<file path="src/rtl/dma_sram_mover_if.sv">
// dma_sram_mover_if: bundles the command handshake, the write-data stream, the read-data stream
// and the SRAM DMA request port used by dma_sram_mover.
//   master : the mover's view (accepts commands, consumes in_*, produces out_*, drives sram_*)
//   slave  : the environment's view (issues commands, feeds/drains streams, acts as the SRAM)
// Command: cmd_valid/cmd_ready, cmd_dir (0 = stream->SRAM write, 1 = SRAM->stream read),
//          cmd_addr (start word address), cmd_len (beat count).
// SRAM:    sram_ready is a same-cycle grant; sram_rdata is valid the cycle after a granted read.
interface dma_sram_mover_if #(
  parameter int unsigned DATA_WIDTH = 64,
  parameter int unsigned ADDR_WIDTH = 12,
  parameter int unsigned LEN_WIDTH  = 8
) ();

  logic                  cmd_valid;
  logic                  cmd_ready;
  logic                  cmd_dir;
  logic [ADDR_WIDTH-1:0] cmd_addr;
  logic [LEN_WIDTH-1:0]  cmd_len;

  logic                  in_valid;
  logic                  in_ready;
  logic [DATA_WIDTH-1:0] in_data;

  logic                  out_valid;
  logic                  out_ready;
  logic [DATA_WIDTH-1:0] out_data;

  logic [ADDR_WIDTH-1:0] sram_addr;
  logic [DATA_WIDTH-1:0] sram_wdata;
  logic                  sram_we;
  logic                  sram_re;
  logic                  sram_ready;
  logic [DATA_WIDTH-1:0] sram_rdata;

  modport master (
    input  cmd_valid, cmd_dir, cmd_addr, cmd_len,
    output cmd_ready,
    input  in_valid, in_data,
    output in_ready,
    output out_valid, out_data,
    input  out_ready,
    output sram_addr, sram_wdata, sram_we, sram_re,
    input  sram_ready, sram_rdata
  );

  modport slave (
    output cmd_valid, cmd_dir, cmd_addr, cmd_len,
    input  cmd_ready,
    output in_valid, in_data,
    input  in_ready,
    input  out_valid, out_data,
    output out_ready,
    input  sram_addr, sram_wdata, sram_we, sram_re,
    output sram_ready, sram_rdata
  );

endinterface

</file>
<file path="src/rtl/dma_sram_mover.sv">
// dma_sram_mover: single-command DMA engine moving beats between a valid/ready stream and the
// SRAM subsystem DMA port.
//   clk               : sole clock, rising edge
//   rst               : synchronous, active-high reset
//   bus               : dma_sram_mover_if.master (command, in stream, out stream, SRAM request)
//   busy              : high whenever a command is active (state != idle)
//   done              : one-cycle pulse when a command completes
//   perf_stall_cycles : saturating count of SRAM requests left ungranted
// Optional feature: define DMA_SRAM_MOVER_PERF_EN to build the stall counter; otherwise
// perf_stall_cycles is tied to zero.
module dma_sram_mover #(
  parameter int unsigned DATA_WIDTH = 64,
  parameter int unsigned ADDR_WIDTH = 12,
  parameter int unsigned LEN_WIDTH  = 8
) (
  input  logic             clk,
  input  logic             rst,
  dma_sram_mover_if.master bus,
  output logic             busy,
  output logic             done,
  output logic [15:0]      perf_stall_cycles
);

  typedef enum logic [2:0] {StIdle, StWrite, StRead, StDrain, StDone} state_e;

  state_e                state_q, state_d;
  logic [ADDR_WIDTH-1:0] addr_q, addr_d;
  logic [LEN_WIDTH-1:0]  len_q, len_d;
  // SRAM read latency is fixed at one cycle, so a single flag tracks the read in flight.
  logic                  rd_pend_q, rd_pend_d;

  logic [DATA_WIDTH-1:0] fifo_q [2];
  logic                  fifo_wr_ptr_q, fifo_rd_ptr_q;
  logic [1:0]            fifo_cnt_q;

  logic wr_fire, rd_fire, push, pop, out_phase;

  // Next-state and request generation.
  always_comb begin
    state_d        = state_q;
    addr_d         = addr_q;
    len_d          = len_q;
    wr_fire        = 1'b0;
    rd_fire        = 1'b0;
    bus.cmd_ready  = 1'b0;
    bus.in_ready   = 1'b0;
    bus.sram_we    = 1'b0;
    bus.sram_re    = 1'b0;
    bus.sram_wdata = '0;

    unique case (state_q)
      StIdle: begin
        bus.cmd_ready = 1'b1;
        if (bus.cmd_valid) begin
          addr_d = bus.cmd_addr;
          len_d  = bus.cmd_len;
          if (bus.cmd_len == '0) begin
            state_d = StDone;
          end else if (bus.cmd_dir) begin
            state_d = StRead;
          end else begin
            state_d = StWrite;
          end
        end
      end
      StWrite: begin
        bus.sram_we    = bus.in_valid;
        bus.sram_wdata = bus.in_data;
        bus.in_ready   = bus.sram_ready;
        wr_fire        = bus.in_valid & bus.sram_ready;
        if (wr_fire) begin
          addr_d = addr_q + ADDR_WIDTH'(1);
          len_d  = len_q - LEN_WIDTH'(1);
          if (len_q == LEN_WIDTH'(1)) state_d = StDone;
        end
      end
      StRead: begin
        // Only request when the buffer can absorb every outstanding word.
        bus.sram_re = (fifo_cnt_q + 2'(rd_pend_q)) < 2'd2;
        rd_fire     = bus.sram_re & bus.sram_ready;
        if (rd_fire) begin
          addr_d = addr_q + ADDR_WIDTH'(1);
          len_d  = len_q - LEN_WIDTH'(1);
          if (len_q == LEN_WIDTH'(1)) state_d = StDrain;
        end
      end
      StDrain: begin
        if (!rd_pend_q && fifo_cnt_q == 2'd0) state_d = StDone;
      end
      StDone: begin
        state_d = StIdle;
      end
      default: begin
        state_d = StIdle;
      end
    endcase
  end

  assign rd_pend_d     = rd_fire;
  assign bus.sram_addr = addr_q;
  assign busy          = (state_q != StIdle);
  assign done          = (state_q == StDone);

  assign out_phase     = (state_q == StRead) || (state_q == StDrain);
  assign bus.out_valid = out_phase && (fifo_cnt_q != 2'd0);
  assign bus.out_data  = fifo_q[fifo_rd_ptr_q];

  assign push = rd_pend_q;
  assign pop  = bus.out_valid & bus.out_ready;

  always_ff @(posedge clk) begin
    if (rst) begin
      state_q   <= StIdle;
      addr_q    <= '0;
      len_q     <= '0;
      rd_pend_q <= 1'b0;
    end else begin
      state_q   <= state_d;
      addr_q    <= addr_d;
      len_q     <= len_d;
      rd_pend_q <= rd_pend_d;
    end
  end

  // Output FIFO control; the request limit guarantees no push into a full buffer.
  always_ff @(posedge clk) begin
    if (rst) begin
      fifo_wr_ptr_q <= 1'b0;
      fifo_rd_ptr_q <= 1'b0;
      fifo_cnt_q    <= 2'd0;
    end else begin
      if (push) fifo_wr_ptr_q <= ~fifo_wr_ptr_q;
      if (pop)  fifo_rd_ptr_q <= ~fifo_rd_ptr_q;
      unique case ({push, pop})
        2'b10:   fifo_cnt_q <= fifo_cnt_q + 2'd1;
        2'b01:   fifo_cnt_q <= fifo_cnt_q - 2'd1;
        default: fifo_cnt_q <= fifo_cnt_q;
      endcase
    end
  end

  // FIFO storage needs no reset: occupancy gates visibility of its contents.
  always_ff @(posedge clk) begin
    if (!rst && push) fifo_q[fifo_wr_ptr_q] <= bus.sram_rdata;
  end

`ifdef DMA_SRAM_MOVER_PERF_EN
  logic [15:0] stall_q;

  always_ff @(posedge clk) begin
    if (rst) begin
      stall_q <= '0;
    end else if ((bus.sram_we | bus.sram_re) && !bus.sram_ready && stall_q != 16'hFFFF) begin
      stall_q <= stall_q + 16'd1;
    end
  end

  assign perf_stall_cycles = stall_q;
`else
  assign perf_stall_cycles = '0;
`endif

endmodule
</file>
<file path="src/flat_wrapper.sv">
// flat-port wrapper written by rule: the top's interface ports become plain ports
module dma_sram_mover_flat 
#(
  parameter int unsigned DATA_WIDTH = 64,
  parameter int unsigned ADDR_WIDTH = 12,
  parameter int unsigned LEN_WIDTH  = 8
)
  (clk, rst, busy, done, perf_stall_cycles, bus_cmd_valid, bus_cmd_dir, bus_cmd_addr, bus_cmd_len, bus_cmd_ready, bus_in_valid, bus_in_data, bus_in_ready, bus_out_valid, bus_out_data, bus_out_ready, bus_sram_addr, bus_sram_wdata, bus_sram_we, bus_sram_re, bus_sram_ready, bus_sram_rdata);
  dma_sram_mover_if #(.DATA_WIDTH(DATA_WIDTH), .ADDR_WIDTH(ADDR_WIDTH), .LEN_WIDTH(LEN_WIDTH)) bus_i ();
  input  logic clk;
  input  logic rst;
  output logic busy;
  output logic done;
  output logic [15:0] perf_stall_cycles;
  input wire logic [$bits(bus_i.cmd_valid)-1:0] bus_cmd_valid;
  input wire logic [$bits(bus_i.cmd_dir)-1:0] bus_cmd_dir;
  input wire logic [$bits(bus_i.cmd_addr)-1:0] bus_cmd_addr;
  input wire logic [$bits(bus_i.cmd_len)-1:0] bus_cmd_len;
  output wire logic [$bits(bus_i.cmd_ready)-1:0] bus_cmd_ready;
  input wire logic [$bits(bus_i.in_valid)-1:0] bus_in_valid;
  input wire logic [$bits(bus_i.in_data)-1:0] bus_in_data;
  output wire logic [$bits(bus_i.in_ready)-1:0] bus_in_ready;
  output wire logic [$bits(bus_i.out_valid)-1:0] bus_out_valid;
  output wire logic [$bits(bus_i.out_data)-1:0] bus_out_data;
  input wire logic [$bits(bus_i.out_ready)-1:0] bus_out_ready;
  output wire logic [$bits(bus_i.sram_addr)-1:0] bus_sram_addr;
  output wire logic [$bits(bus_i.sram_wdata)-1:0] bus_sram_wdata;
  output wire logic [$bits(bus_i.sram_we)-1:0] bus_sram_we;
  output wire logic [$bits(bus_i.sram_re)-1:0] bus_sram_re;
  input wire logic [$bits(bus_i.sram_ready)-1:0] bus_sram_ready;
  input wire logic [$bits(bus_i.sram_rdata)-1:0] bus_sram_rdata;
  assign bus_i.cmd_valid = bus_cmd_valid;
  assign bus_i.cmd_dir = bus_cmd_dir;
  assign bus_i.cmd_addr = bus_cmd_addr;
  assign bus_i.cmd_len = bus_cmd_len;
  assign bus_cmd_ready = bus_i.cmd_ready;
  assign bus_i.in_valid = bus_in_valid;
  assign bus_i.in_data = bus_in_data;
  assign bus_in_ready = bus_i.in_ready;
  assign bus_out_valid = bus_i.out_valid;
  assign bus_out_data = bus_i.out_data;
  assign bus_i.out_ready = bus_out_ready;
  assign bus_sram_addr = bus_i.sram_addr;
  assign bus_sram_wdata = bus_i.sram_wdata;
  assign bus_sram_we = bus_i.sram_we;
  assign bus_sram_re = bus_i.sram_re;
  assign bus_i.sram_ready = bus_sram_ready;
  assign bus_i.sram_rdata = bus_sram_rdata;
  dma_sram_mover #(.DATA_WIDTH(DATA_WIDTH), .ADDR_WIDTH(ADDR_WIDTH), .LEN_WIDTH(LEN_WIDTH)) u_core (.clk(clk), .rst(rst), .bus(bus_i), .busy(busy), .done(done), .perf_stall_cycles(perf_stall_cycles));
endmodule
</file>
<file path="config.mk">
export PLATFORM = sky130hd
export DESIGN_NAME = dma_sram_mover_flat
export DESIGN_NICKNAME = d
export VERILOG_FILES = /design/src/rtl/dma_sram_mover_if.sv /design/src/rtl/dma_sram_mover.sv /design/src/flat_wrapper.sv
export SDC_FILE = /design/constraint.sdc
export NUM_CORES = 1
export LEC_CHECK = 0
export CELL_PAD_IN_SITES_DETAIL_PLACEMENT = 0
export CELL_PAD_IN_SITES_GLOBAL_PLACEMENT = 1
export CORE_ASPECT_RATIO = 0.6
export CORE_MARGIN = 2
export CORE_UTILIZATION = 32
export CTS_BUF_LIST = sky130_fd_sc_hd__clkbuf_16
export DETAILED_ROUTE_END_ITERATION = 8
export HOLD_SLACK_MARGIN = 0.02
export PLACE_DENSITY = 0.84
export SLEW_MARGIN = 40
export SYNTH_ARGS = -nofsm -noshare
export SYNTH_HDL_FRONTEND = slang
export SYNTH_SLANG_ARGS = --single-unit
</file>
<file path="constraint.sdc">
create_clock -name clk -period 8.71 [get_ports clk]
set_clock_uncertainty 0.05 [all_clocks]
set_input_delay 2.1775 -clock clk [delete_from_list [all_inputs] [get_ports clk]]
set_output_delay 2.1775 -clock clk [all_outputs]
set_load 0.05 [all_outputs]
</file>
# After elaboration in Yosys (flattened, before gate mapping)
# Memories as Yosys holds them, arrays and structs flattened. A register that Yosys moved wholly into a read port is not among the register bits.
# Index checks and enable logic that the tools add are counted.
# W data, S select, Z words.
# word_totals
inputBits	155
memories	1
mem_bits_rw	128
register_bits	28
# op_classes
reduce_logical	16
bitwise_logic	6
n_mux	27
eq_ne	13
n_lt_le_gt_ge	1
addsub	5
# mem_list
name	words	word_bits	rd	rd_clocked_by_memory_dff	write_ports	line	text
u_core.fifo_q	2	64	1	1	1	dma_sram_mover.sv:32	logic [DATA_WIDTH-1:0] fifo_q [2];
# op_table
op	count
$mux W64	1
$mux W12	3
$pmux W12 S3	1
$mux W8	3
$pmux W8 S3	1
$mux W3	7
$add A12 B1 Y12 const B	1
$pmux W3 S4	1
$ne A2 B1 Y1 const B	5
$eq A8 B1 Y1 const B	1
$logic_not A8 Y1	1
$mux W1	8
$sub A8 B1 Y8 const B	1
$eq A3 B2 Y1 const B	2
$reduce_and A6 Y1	1
$reduce_bool A3 Y1	2
$pmux W2 S2	1
$reduce_and A4 Y1	1
$reduce_bool A2 Y1	2
$and A1 B1 Y1	3
$eq A3 B1 Y1 const B	1
$eq A3 B3 Y1 const B	1
$logic_and A1 B1 Y1	3
$logic_not A3 Y1	1
13 further kinds	16

# Longest topological paths before layout
# Gate-level depths: netlist (run 1).
# logic_depth
depth_word	6
depth_mapped	8

# Worst setup path before layout (run 1)
# No wires, ideal clock.
# synth_timing
path_type	input to register
from	input rst
to	memory u_core.fifo_q[1][0], enable pin
required_ps	8082
arrival_ps	7248
n_path_buf	2
cell_stages	3
path_slack_ps	834
cell_sequence	clkbuf_1 -> clkbuf_1 -> nor3b_1
# synth_between
elab_chain_len	4
# synth_rtl
element	line	text
start: declaration	flat_wrapper.sv:11	input logic rst;
$logic_not A1 Y1	dma_sram_mover.sv:144	if (!rst && push) fifo_q[fifo_wr_ptr_q] <= bus.sram_rdata;
$logic_and A1 B1 Y1	dma_sram_mover.sv:144	
$mux W1	dma_sram_mover.sv:144	
$mux W1 (not written as such)	dma_sram_mover.sv:144	
end: declaration	dma_sram_mover.sv:32	
# No other way between the ends.

# Worst setup path in the final report (run 1)
# layout_timing
from	input bus_sram_ready
to	output bus_in_ready
# layout_between
elab_chain_len	1
# layout_rtl
element	line	text
start: declaration	flat_wrapper.sv:30	input wire logic [$bits(bus_i.sram_ready)-1:0] bus_sram_ready;
$mux W1	dma_sram_mover.sv:51	unique case (state_q)
end: declaration	flat_wrapper.sv:22	output wire logic [$bits(bus_i.in_ready)-1:0] bus_in_ready;
# No other way between the ends.

==> results of run 1 <==
## power breakdown
group	internal [mW]	total [mW]	leakage (nW)	switching, mW
combinational	0.479	1.37	2.24	0.893
clock	0.392	0.740	0.295	0.347
sequential	0.872	0.977	1.39	0.105
## how the worst max path moves through the flow
stage / to / slack, ps / startpoint
floorplan: u_core.fifo_q[1][0] / 830 / rst
global placement: bus_sram_wdata[8] / 2760 / bus_in_data[8]
detailed placement: bus_in_ready / 2750 / bus_sram_ready
CTS: bus_in_ready / 2750 / bus_sram_ready
global route: bus_in_ready / 2720 / bus_sram_ready
finish: bus_in_ready / 2760 / bus_sram_ready
## cells in the final DEF, fill, tap and decap left out, drive strengths merged, types with 12 or more instances in the layout
cell           Yosys  final
conb               1     16
a21oi             30     30
edfxtp           128    128
o21ai             20     20
mux2              65     65
nand2             20     20
and3              69     69
nand3             12     12
nor2              18     18
dfxtp             29     29
clkdlybuf4s50      0    301
clkbuf            34     17
inv                9     17
## stage by stage
step / cells / setup WS [ps] / power [mW] / hold WS [ps] / cell area [um2]
final: 1125 / 2758 / 3.089 / 422.4 / 10860
after global routing: 1125 / 2719 / 3.240 / 465.4 / 10860
after CTS: 1125 / 2750 / 3.116 / 424.5 / 10860
after detailed placement: 1093 / 2751 / 2.364 / 416.3 / 10250
after global placement: 1090 / 2764 / 2.338 / 408.5 / 10190
after floorplan: 558 / 833.8 / 1.899 / 395.0 / 7032
## synth_stat cells, types with 7 or more instances
cell type  instances  share of area
edfxtp_1         128           0.55
and3_1            69          0.062
mux2_2            65           0.10
clkbuf_1          34          0.018
a21oi_1           30          0.022
dfxtp_1           29          0.083
nand2_1           20          0.011
nor2_1            18         0.0097
buf_4             17          0.018
o21ai_0           15          0.011
nand3_1           12         0.0086
nor3_1            10         0.0072
inv_1              9         0.0048
a21o_1             7         0.0075
nand2b_1           7         0.0063
## sequential cells by signal, indices dropped and copies added, names as in the netlist, named ones only
register              count
u_core.bus.sram_addr     12
u_core.push               1
u_core.len_q              8
u_core.fifo_rd_ptr_q      1
u_core.fifo_wr_ptr_q      1
u_core.fifo_cnt_q         2
u_core.state_q            3
u_core.fifo_q           128
## worst reg2reg max path, delay by kind of cell (launching register included)
family / cells / cell delay (ps)
DFF: 1 / 710
AOI/OAI and AO/OA: 2 / 260
xor gates and xnor gates: 1 / 220
buffers and inverters: 1 / 300
and+or+nand+nor: 2 / 920
## cells by family (layout without fill, tap and decap cells)
| group | after synthesis | in the layout | share of synthesized area |
|---|---|---|---|
| compound gates | 76 | 76 | 0.06404 |
| simple gates | 170 | 170 | 0.1372 |
| xor+xnor | 6 | 6 | 0.007534 |
| other cells | 1 | 16 | 0.0005376 |
| buf+inv | 64 | 352 | 0.04430 |
| flops | 157 | 157 | 0.6343 |
| mux | 65 | 65 | 0.1049 |
| fa+ha+maj | 4 | 4 | 0.007175 |
## metal layers
metal	up-vias	share of wire	routed length, um
met4	0	0.0062	123
met1	2510	0.43	8522
li1	2589	-	-
met5	-	0	0
met3	9	0.071	1416
met2	184	0.49	9777
## cell type report
cell class	instances	area [um2]
Multi-Input combinational cell	337	2318
Inverter	9	33.78
Timing Repair Buffer	311	3115
Tap cell	279	349.1
Sequential cell	157	4432
Clock inverter	15	187.7
Clock buffer	17	425.4
Fill cell	1887	10320
==> metrics.md, run 1 <==
| Metric | Value |
|---|---|
| Final Max Slew Viols | 0 |
| VDD IR max | 190.9 uV |
| Slowest-stage cell, CP | clkdlybuf4s50_1 |
| Synth cell types | 45 |
| Mean Syn Cell Area | 12.85 um2 |
| Critical Path Source Type | input port |
| Syn. warnings | 0 |
| Initial Util | 0.3292 |
| Layout cells sized above 1 | 0.1359 |
| Pin count of the biggest net entering global routing | 77 |
| Worst slew margin | 0.4961 |
| Largest fanout on the critical path | 4 |
| Cell count after synthesis | 543 |
| Final core utilization | 0.5127 |
| CTS Root Buffer Type | clkbuf_16 |
| GPL Wtd Cong | 0.7634 |
| Global-route wire length before repair | 29570 um |
| WL final | 19840 um |
| Max Cap Viol | 0 |
| N_diodes | 0 |
| Share of flip-flops with an asynchronous set or reset | 0 |
| CP dominant cell by count | clkdlybuf4s50_1 |
| Crit path time final | 5952 ps |
| PwrDens | 284.4 nW/um2 |
| CTS tree | yes |
| Die ar. | 23030 um2 |
| Worst path depth | 3 |
| CP arrival | 3720 ps |
| Hold Violations, Final | 0 |
| Residual DRC | 0 |
| I/O pins | 318 |
| Global route overflow | 0 |
| Seq/Total Area, Yosys | 0.6343 |
| Family with the most delay on the worst path | buffers and inverters |
| Hold path startpoint | u_core.len_q[1] |
| Max Fclk | 0.1680 GHz |
| Area growth syn-to-layout | 55.71% |
| P_leak | 3.929 nW |
| Post-synth EDFFs | 128 |
| Worst hold path type | reg2reg |
| Worst slew pin tran | 750.1 ps |
| GRT met3 Usage | 0.05422 |
| Synth Flop Type | edfxtp_1 |
| IO buf count | 301 |
| Clock Path Buffers | 2 |
| Crit share post-route | 0.6833 |
| Drt via density | 4.704 |
| Initial antenna violation count | 0 |
| Total core area | 21190 um2 |
| Fin Setup TNS | 0 ps |
| Drt pass-1 iters | 5 |
| Worst reg2reg path endpoint | u_core.bus.sram_addr[9] |
| Chip width | 194.6 um |
| Final setup viols | 0 |
| Routed len/inst | 17.63 um |
| Cell Area, Synth | 6975 um2 |
| Total GRT Usage | 0.1688 |
| Met2 Usage GRT | 0.2856 |
| TritonCTS Buffers | 17 |
| R2R Setup Slk | 6180 ps |
| Postcts setup bufs | 0 |
| Nets | 992 |
| Critical Path End Type | primary output |
| Buf/Inv on CP | 2 |
| Busiest metal layer after global routing | met2 |
| Clk slew on worst S/H paths | 70 ps |
| DRT iter0 DRCs | 318 |
| Synthesized flop and latch total | 157 |
| Worst endpoint required time | 6480 ps |
| Worst Reg-to-Reg Cells | 6 |
| Latest clock arrival within the worst-skew pair | 410 ps |
| Crit Path Category | in2out |
| Hold EP | u_core.len_q[1] |
| Critical Path Max Stage Delay | 800 ps |
| Die Span Y | 118.4 um |
| Vias in the first global route | 5103 |
| Clock sink count | 157 |
| RSZ-0062 raised after global routing | no |
| Hold buffers post-CTS | 0 |
| Number of core rows | 41 |
| WHS Path Cells | 2 |
| Critical path, cell by cell | clkdlybuf4s50_1 -> and3_1 -> clkdlybuf4s50_1 |
| Status | finished, final reports clean |
| Htree depth | 4 |
| Remaining antenna violation count | 0 |
| Post-detail-place hpwl | 14540 um |
| DR vias | 5292 |
| Grt met1 use | 0.2093 |
| FF-to-FF Start | u_core.state_q[0] |
| # resized after CTS | 0 |
Power figures use the tool's default switching activity.
==> run 2, diff against run 1 <==
clock period = 5.8 ns   (was 8.71 ns; I/O delays follow)
==> run 2 against run 1 <==
Wire length up 1.7%. Non-clock buffer count down 1. Combinational power up 51%. Clock-buffer cell count unchanged. Core utilization down 0.077 points. Clock power up 47%. Largest power group unchanged. Final cell count unchanged. Final area down 0.15%. Total power up 50%. Worst hold slack worse by 2.2 ps. Via count up 2.1%.
==> metrics.md, run 2 (same netlist as run 1, synthesis figures left out) <==
| Metric | Value |
|---|---|
| Placed cell count | 1092 |
| Total GRT Usage | 0.1722 |
| Global route overflow | 0 |
| WL final | 20180 um |
| DRT iter0 DRCs | 343 |
| Area growth syn-to-layout | 55.48% |
| Final core utilization | 0.5119 |
| Postcts setup bufs | 0 |
| TritonCTS Buffers | 17 |
| Global-route wire length before repair | 30310 um |
| Chip width | 194.6 um |
| Remaining antenna violation count | 0 |
| Worst slew pin tran | 792.9 ps |
| Biggest register | u_core.fifo_q |
| Fin cells | 1125 |
| Max Used Layer | met4 |
| GPL Wtd Cong | 0.7665 |
| Met1 wire length | 8568 um |
| Nets | 991 |
| Critical path, cell by cell | clkdlybuf4s50_1 -> and3_1 -> clkdlybuf4s50_1 |
| # resized after CTS | 0 |
| Fin Setup TNS | 0 ps |
| Overall Power | 4.620 mW |
| Initial antenna violation count | 1 |
| Clock Path Buffers | 2 |
| Max FFs per register | 128 |
| Initial Util | 0.3292 |
| Critical Path End Type | primary output |
| RSZ-0062 raised after global routing | no |
| Crit path time final | 4475 ps |
| WL met2 | 9644 um |
| Status | finished, final reports clean |
| Critical Path Source Type | input port |
| Final setup viols | 0 |
| Worst endpoint required time | 4300 ps |
| PwrDens | 426.0 nW/um2 |
| Latest clock arrival within the worst-skew pair | 420 ps |
| Hold buffers post-CTS | 0 |
| Worst slew margin | 0.4674 |
| Crit Path Category | in2out |
| Slowest-stage cell, CP | clkdlybuf4s50_1 |
| I/O pins | 318 |
| Die Span Y | 118.4 um |
| Die ar. | 23030 um2 |
| Htree depth | 4 |
| Largest fanout on the critical path | 4 |
| Number of fill cells | 1868 |
| Final Max Slew Viols | 0 |
| Drt via density | 4.803 |
| P_leak | 3.918 nW |
| Dpl ws | 1319 ps |
| Post-detail-place hpwl | 15010 um |
| CTS Root Buffer Type | clkbuf_16 |
| Met3 wire len | 1826 um |
| Residual DRC | 0 |
| Vias in the first global route | 5279 |
| Crit share post-route | 0.7715 |
| DR vias | 5403 |
| Commonest cells after routing, fill and taps aside | clkdlybuf4s50_1 (301), edfxtp_1 (128), and3_1 (69) |
| Clk slew on worst S/H paths | 60 ps |
| VDD IR max | 370.8 uV |
| Number of core rows | 41 |
| CTS tree | yes |
| Routed len/inst | 17.94 um |
| Hold Violations, Final | 0 |
| Critical Path Max Stage Delay | 800 ps |
| IO buf count | 301 |
| Total core area | 21190 um2 |
| PnR worst setup slack | 1325 ps |
| Layout cells sized above 1 | 0.1349 |
| Most common cell after layout, fill and taps aside | clkdlybuf4s50_1 |
| CP arrival | 2970 ps |
| Worst hold path type | reg2reg |
| Max Cap Viol | 0 |
| Max Fclk | 0.2235 GHz |
| Clock sink count | 157 |
| CP dominant cell by count | clkdlybuf4s50_1 |
| Pin count of the biggest net entering global routing | 77 |
| Drt pass-1 iters | 5 |
## run 2: cell types whose count changed in the layout (fill, tap and decap cells not counted), moves of 2 or more
cell        previous run  this run
clkinv_8               5         2
buf_4                  7         5
clkinvlp_4             1         3
inv_6                  2         4
## run 2: through the flow
stage | area (um2) | hold WS [ps]
2_1_floorplan | 7042 | 395.0
3_3_place_gp | 10220 | 409.8
3_5_place_dp | 10250 | 407.8
4_1_cts | 10840 | 416.3
5_1_grt | 10840 | 461.3
6_report | 10850 | 420.2
## run 2: final timing paths
path	to	slack (ps)	cells past startpoint	startpoint
min reg2reg	u_core.len_q[1]	420	2	u_core.len_q[1]
max	bus_in_ready	1330	3	bus_sram_ready
max reg2reg	u_core.bus.sram_addr[9]	3230	6	u_core.state_q[0]
min	u_core.len_q[1]	420	2	u_core.len_q[1]
## run 2: cell type report
class | instances | area, um2 | share of cell area
timing repair buffer | 310 | 3112 | 0.2869
tap | 279 | 349.1 | 0.03219
multi-input combinational | 337 | 2331 | 0.2149
clock inverter | 15 | 162.7 | 0.01500
inverter | 9 | 33.78 | 0.003115
clock buffer | 17 | 425.4 | 0.03922
antenna | 1 | 2.502 | 0.0002307
sequential | 157 | 4429 | 0.4084
## run 2: metal layers
layer  vias up  GRT usage
met1      2589     0.2179
met5         -          0
met3         9    0.06307
met4         0    0.03365
met2       219     0.2841
li1       2586          -
## run 2: critical path, delay by kind of cell
family	cells	cell delay [ps]
simple gates	1	180
buf+inv	2	1350
## run 2: power by group
| part | leakage [nW] | switching [mW] | total, mW | internal (mW) |
|---|---|---|---|---|
| sequential | 1.39 | 0.157 | 1.47 | 1.31 |
| combinational | 2.25 | 1.35 | 2.07 | 0.721 |
| clock | 0.279 | 0.505 | 1.09 | 0.580 |
| total | 3.92 | 2.01 | 4.62 | 2.61 |
